==> src/rtl/result_tx_sequencer_pkg.sv <==
// Shared constants and FSM encodings for the result transmit sequencer.
// The state encodings are also used by the control unit.
package result_tx_sequencer_pkg;

  localparam int DEF_MAX_N = 8;
  localparam bit MSB_FIRST = 1'b1;

  typedef enum logic [2:0] {
    S_IDLE   = 3'd0,
    S_HDR    = 3'd1,
    S_FETCH  = 3'd2,
    S_RDWAIT = 3'd3,
    S_SEND   = 3'd4,
    S_TXWAIT = 3'd5,
    S_FIN    = 3'd6
  } state_t;

endpackage

==> src/rtl/result_tx_sequencer.sv <==
// Streams a result frame ([N], then N*N elements MSB byte first) from result RAM
// to the UART TX byte interface, pulsing done (and size_err) at frame end.
//
// state    | meaning
// ---------+-------------------------------------------------------------
// S_IDLE   | wait for start; latch N and N*N, clear counters
// S_HDR    | present header byte, issue tx_start once TX is idle
// S_FETCH  | read strobe for element elem_cnt
// S_RDWAIT | capture RAM data into the shift register
// S_SEND   | present current element byte, issue tx_start once TX is idle
// S_TXWAIT | wait for TX busy to rise then fall; pick next byte/element
// S_FIN    | one-cycle done (and size_err) pulse
module result_tx_sequencer
  import result_tx_sequencer_pkg::*;
#(
  parameter int DATA_W = 16,
  parameter int MAX_N  = DEF_MAX_N,
  parameter int ADDR_W = 6
) (
  input  logic              clk,
  input  logic              rst_n,
  input  logic              start,
  input  logic [3:0]        matrix_size,
  output logic              rd_en,
  output logic [ADDR_W-1:0] rd_addr,
  input  logic [DATA_W-1:0] rd_data,
  output logic [7:0]        tx_data,
  output logic              tx_start,
  input  logic              tx_busy,
  output logic              busy,
  output logic              done,
  output logic              size_err
);

  localparam int NBYTES = DATA_W / 8;
  localparam int BCW    = (NBYTES > 1) ? $clog2(NBYTES) : 1;
  localparam logic [BCW-1:0] LAST_BYTE = BCW'(NBYTES - 1);

  state_t            state, state_d;
  logic [3:0]        n_q;
  logic [7:0]        nn_q;
  logic [7:0]        elem_cnt;
  logic [BCW-1:0]    byte_cnt;
  logic [DATA_W-1:0] shreg;
  logic [DATA_W-1:0] shreg_next;
  logic [7:0]        tx_data_q;
  logic              hdr_q;
  logic              seen_q;
  logic              n_bad;
  logic              tx_done;
  logic              last_byte;
  logic              last_elem;

  assign n_bad      = (n_q == 4'd0) || (int'(n_q) > MAX_N);
  assign tx_done    = (state == S_TXWAIT) && seen_q && !tx_busy;
  assign last_byte  = (byte_cnt == LAST_BYTE);
  assign last_elem  = (elem_cnt == nn_q - 8'd1);
  assign shreg_next = shreg << 8;

  assign tx_data = tx_data_q;
  assign rd_addr = elem_cnt[ADDR_W-1:0];
  assign busy    = (state != S_IDLE);

  always_comb begin
    state_d  = state;
    tx_start = 1'b0;
    rd_en    = 1'b0;
    done     = 1'b0;
    size_err = 1'b0;
    case (state)
      S_IDLE:   if (start) state_d = S_HDR;
      S_HDR, S_SEND: begin
        if (!tx_busy) begin
          tx_start = 1'b1;
          state_d  = S_TXWAIT;
        end
      end
      S_FETCH: begin
        rd_en   = 1'b1;
        state_d = S_RDWAIT;
      end
      S_RDWAIT: state_d = S_SEND;
      S_TXWAIT: begin
        if (tx_done) begin
          if (hdr_q)           state_d = n_bad ? S_FIN : S_FETCH;
          else if (!last_byte) state_d = S_SEND;
          else if (last_elem)  state_d = S_FIN;
          else                 state_d = S_FETCH;
        end
      end
      S_FIN: begin
        done     = 1'b1;
        size_err = (int'(n_q) > MAX_N);
        state_d  = S_IDLE;
      end
      default: state_d = S_IDLE;
    endcase
  end

  always_ff @(posedge clk or negedge rst_n) begin
    if (!rst_n) begin
      state     <= S_IDLE;
      n_q       <= '0;
      nn_q      <= '0;
      elem_cnt  <= '0;
      byte_cnt  <= '0;
      shreg     <= '0;
      tx_data_q <= '0;
      hdr_q     <= 1'b0;
      seen_q    <= 1'b0;
    end else begin
      state <= state_d;
      if (state == S_IDLE && start) begin
        n_q       <= matrix_size;
        nn_q      <= {4'h0, matrix_size} * {4'h0, matrix_size};
        elem_cnt  <= '0;
        byte_cnt  <= '0;
        hdr_q     <= 1'b1;
        tx_data_q <= {4'h0, matrix_size};
      end
      if (state == S_RDWAIT) begin
        shreg     <= rd_data;
        tx_data_q <= rd_data[DATA_W-1 -: 8];
      end
      // Busy must be seen high before its fall counts as end of this byte.
      if (state == S_TXWAIT && tx_busy) seen_q <= 1'b1;
      if (tx_done) begin
        seen_q <= 1'b0;
        if (hdr_q) begin
          hdr_q <= 1'b0;
        end else if (!last_byte) begin
          shreg     <= shreg_next;
          tx_data_q <= shreg_next[DATA_W-1 -: 8];
          byte_cnt  <= byte_cnt + 1'b1;
        end else if (!last_elem) begin
          elem_cnt <= elem_cnt + 8'd1;
          byte_cnt <= '0;
        end
      end
    end
  end

endmodule
==> config.mk <==
export PLATFORM = sky130hd
export DESIGN_NAME = result_tx_sequencer
export DESIGN_NICKNAME = d
export VERILOG_FILES = /design/src/rtl/result_tx_sequencer_pkg.sv /design/src/rtl/result_tx_sequencer.sv
export SDC_FILE = /design/constraint.sdc
export NUM_CORES = 1
export LEC_CHECK = 0
export ABC_AREA = 0
export BUFFER_PORTS_ARGS = -buffer_cell sky130_fd_sc_hd__buf_4
export CAP_MARGIN = 5
export CORE_UTILIZATION = 55
export CTS_CLUSTER_DIAMETER = 100
export DETAILED_ROUTE_END_ITERATION = 10
export GPL_ROUTABILITY_DRIVEN = 0
export PLACE_DENSITY = 0.85
export SKIP_CTS_REPAIR_TIMING = 1
export SLEW_MARGIN = 0
export SYNTH_ARGS = -nofsm -noshare
export SYNTH_HDL_FRONTEND = slang
export SYNTH_SLANG_ARGS = --single-unit
==> constraint.sdc <==
create_clock -name clk -period 3.25 [get_ports clk]
set_clock_uncertainty 0.05 [all_clocks]
set_input_delay 0.4875 -clock clk [delete_from_list [all_inputs] [get_ports clk]]
set_output_delay 0.4875 -clock clk [all_outputs]
set_load 0.05 [all_outputs]
==> metrics.txt <==
outcome=complete, no violations; Syn Area/Cell=approximately 8.7 µm²; CTS sink count=40; Avg WL per Cell=between 10 and 15 µm; Nets=about 320; Slew @ Worst Pin=around 0.86 ns; clk buf depth=2; Mapped Area=between 0.002 and 0.0025 mm²; post-synth cell types=44; antenna violations before repair=0; crit-path leading delay family=compound AO/OA/AOI/OAI gates; Synth area leader=dfrtp_1; grt ovf=0; Critical-path top delay cell=a2111oi_4; synthesized flop and latch total=40; Worst Path Arrival=between 2 and 3 ns; fraction of layout cells with a size suffix above 1=0.1993; max cap viols=0; register area share after synthesis=0.4372; post-detail-place hpwl=3.332 mm; Synth-to-Final Area Change=18.47%; # placed instances=338; Starting Density=0.5724; Post-Syn Nets=roughly 290; period utilization=0.8035; Max stage delay on crit path=between 0.7 and 0.8 ns; Setup Viol. Count Final=0; die area=about 0.0044 mm²; Synth warnings=0; drt initial violations=approximately 120; cts bufs inserted=5; I/O pin total=43; critical path class=register to register; TNS Setup=0 ns; Layout Cells excl Fill=346; Post-Place Worst Slack=0.6407 ns; RSZ-0062 raised after global routing=no; Die Wd=between 60 and 70 µm; CORE AREA=around 0.0040 mm²; Fmax=between 0.3 and 0.4 GHz; Worst Hold Class=input port to asynchronous set/reset pin; # rows=23; fin. max-slew vios=0; Die Y=66.52 µm; Syn Inst Count=around 260; Residual DRC=0; Max-Slew Margin vs Limit=0.4232; Synth area leaders=dfrtp_1 44%, nand2_1 9.7%, a21oi_1 4.4%; startpoint types=register; Skew-Pair Late Insertion Delay=a little under 0.3 ns; Avg Vias per Cell=~5.5; Static Leak=1.254 nW; Tmin final=roughly 2.6 ns; ANT nets after route=0; number of global-route vias before repair=1,863; Crit. End Element=register; Via Count=between 1,500 and 2,000; Required @ worst endpoint=3.43 ns; Synth async-reset ratio=1.000; CP bufs+invs=0; utilization after layout=0.6781; Max rail drop VDD=between 0.5 and 0.6 mV; global-route usage over all layers=0.2463; 1st-pass router iterations=4; root buffer cell=clkbuf_8; # diodes=0; crit-path cells=or4_4 -> mux2i_1 -> o2111ai_1 -> a2111oi_4 -> or2_2 -> a31o_1; first-pass GRT wire length=8.266 mm; H-tree Lvls=2; CTS tree=built; Routed WL=4.726 mm; number of synthesized flops with an enable pin=0; CTS clk-pin slew, worst paths=0.08 ns; PortBufs=42; final hold vios=0; post-synth top area share=0.4372; Final WS setup=0.6386 ns; PwrDens=857.0 mW/mm²; Post-synth top flop=dfrtp_1; Tot Pwr=roughly 2.3 mW; largest net degree at the start of global routing=41; CP max FO=13
-- cell usage in the layout (no fill, tap or decap), types with 4 or more instances in the layout --
cell | netlist | final
or3_1 | 4 | 4
dfrtp_1 | 40 | 40
mux2i_1 | 4 | 4
and3_1 | 7 | 7
a21oi_1 | 20 | 20
and2_1 | 7 | 7
nor3_1 | 6 | 5
ha_1 | 5 | 5
xor2_1 | 5 | 5
o21ai_0 | 13 | 13
nand2b_1 | 4 | 4
buf_4 | 6 | 44
xnor2_1 | 8 | 8
inv_1 | 6 | 6
o31ai_1 | 6 | 6
nand2_1 | 59 | 59
nor2_1 | 9 | 9
clkbuf_8 | 0 | 7
-- synth_stat cells, drive strengths merged (6+ instances only) --
master and instances:
nand2 59, dfrtp 40, a21oi 20, o21ai 16, clkbuf 12, nor2 9, and2 8, xnor2 8
and3 7, buf 7, inv 6, nor3 6, o31ai 6
-- where the power goes --
group / leakage (nW) / internal (mW) / switching (mW)
clock: 0.0645 / 0.271 / 0.171
combinational: 0.672 / 0.409 / 0.617
sequential: 0.518 / 0.674 / 0.183
-- cells by family after synthesis --
group / count (synthesis) / share of synthesized area
flip-flops: 40 / 0.4372
adder cells (fa/ha/maj): 5 / 0.02732
buffers and inverters: 25 / 0.05409
AND/OR/NAND/NOR: 118 / 0.2508
multiplexers: 5 / 0.02240
AO/OA/AOI/OAI: 57 / 0.1585
XOR/XNOR: 13 / 0.04973
-- worst paths after layout --
kind / from / endpoint / slack [ns] / cells after the start
worst min-delay path: rst_n / elem_cnt[4] / 0.10 / 1
worst max-delay path: n_q[0] / byte_cnt / 0.64 / 6
worst max register to register: n_q[0] / byte_cnt / 0.64 / 6
worst min register to register: shreg[1] / tx_data[1] / 0.43 / 2
min in group clk: rd_data[1] / shreg[1] / 0.38 / 3
max in group asynchronous: rst_n / nn_q[7] / 2.70 / 1
-- state kept, by name, indices dropped and copies added (netlist names) --
name / cells
byte_cnt: 1
elem_cnt: 8
hdr_q: 1
n_q: 4
nn_q: 6
seen_q: 1
shreg: 8
state: 3
tx_data: 8
-- per-stage QoR --
| stage | cell area [µm²] | hold slack [ns] |
|---|---|---|
| 2_1_floorplan | 2290 | 0.1419 |
| 3_3_place_gp | 2586 | 0.4072 |
| 3_5_place_dp | 2586 | 0.4142 |
| 4_1_cts | 2713 | 0.1243 |
| 5_1_grt | 2713 | 0.1415 |
| 6_report | 2713 | 0.1044 |
-- routing by layer --
layer,part of all wire,global-route usage,wire (µm),up-vias
li1,-,-,-,962
met1,0.43,0.3033,2054,888
met2,0.49,0.4235,2319,51
met3,0.056,0.05993,263,9
met4,0.019,0.07713,89,0
met5,0,0,0,-
-- cell type report --
type                    instances  area (µm²)
clock inverters                 1       30.03
clock buffers                   7       96.34
inverters                       6       22.52
multi-input cells             198        1170
well taps                      50       62.56
flip-flops and latches         40        1001
repair buffers                 44       330.3
fillers                       312        1287
-- worst register-to-register path, delay by kind of cell (launching register included) --
family	cells	cell delay, ns
AOI/OAI and AO/OA	3	1.07
and+or+nand+nor	2	0.83
DFF	1	0.44
muxes	1	0.17
(Power assumes the default switching activity.)
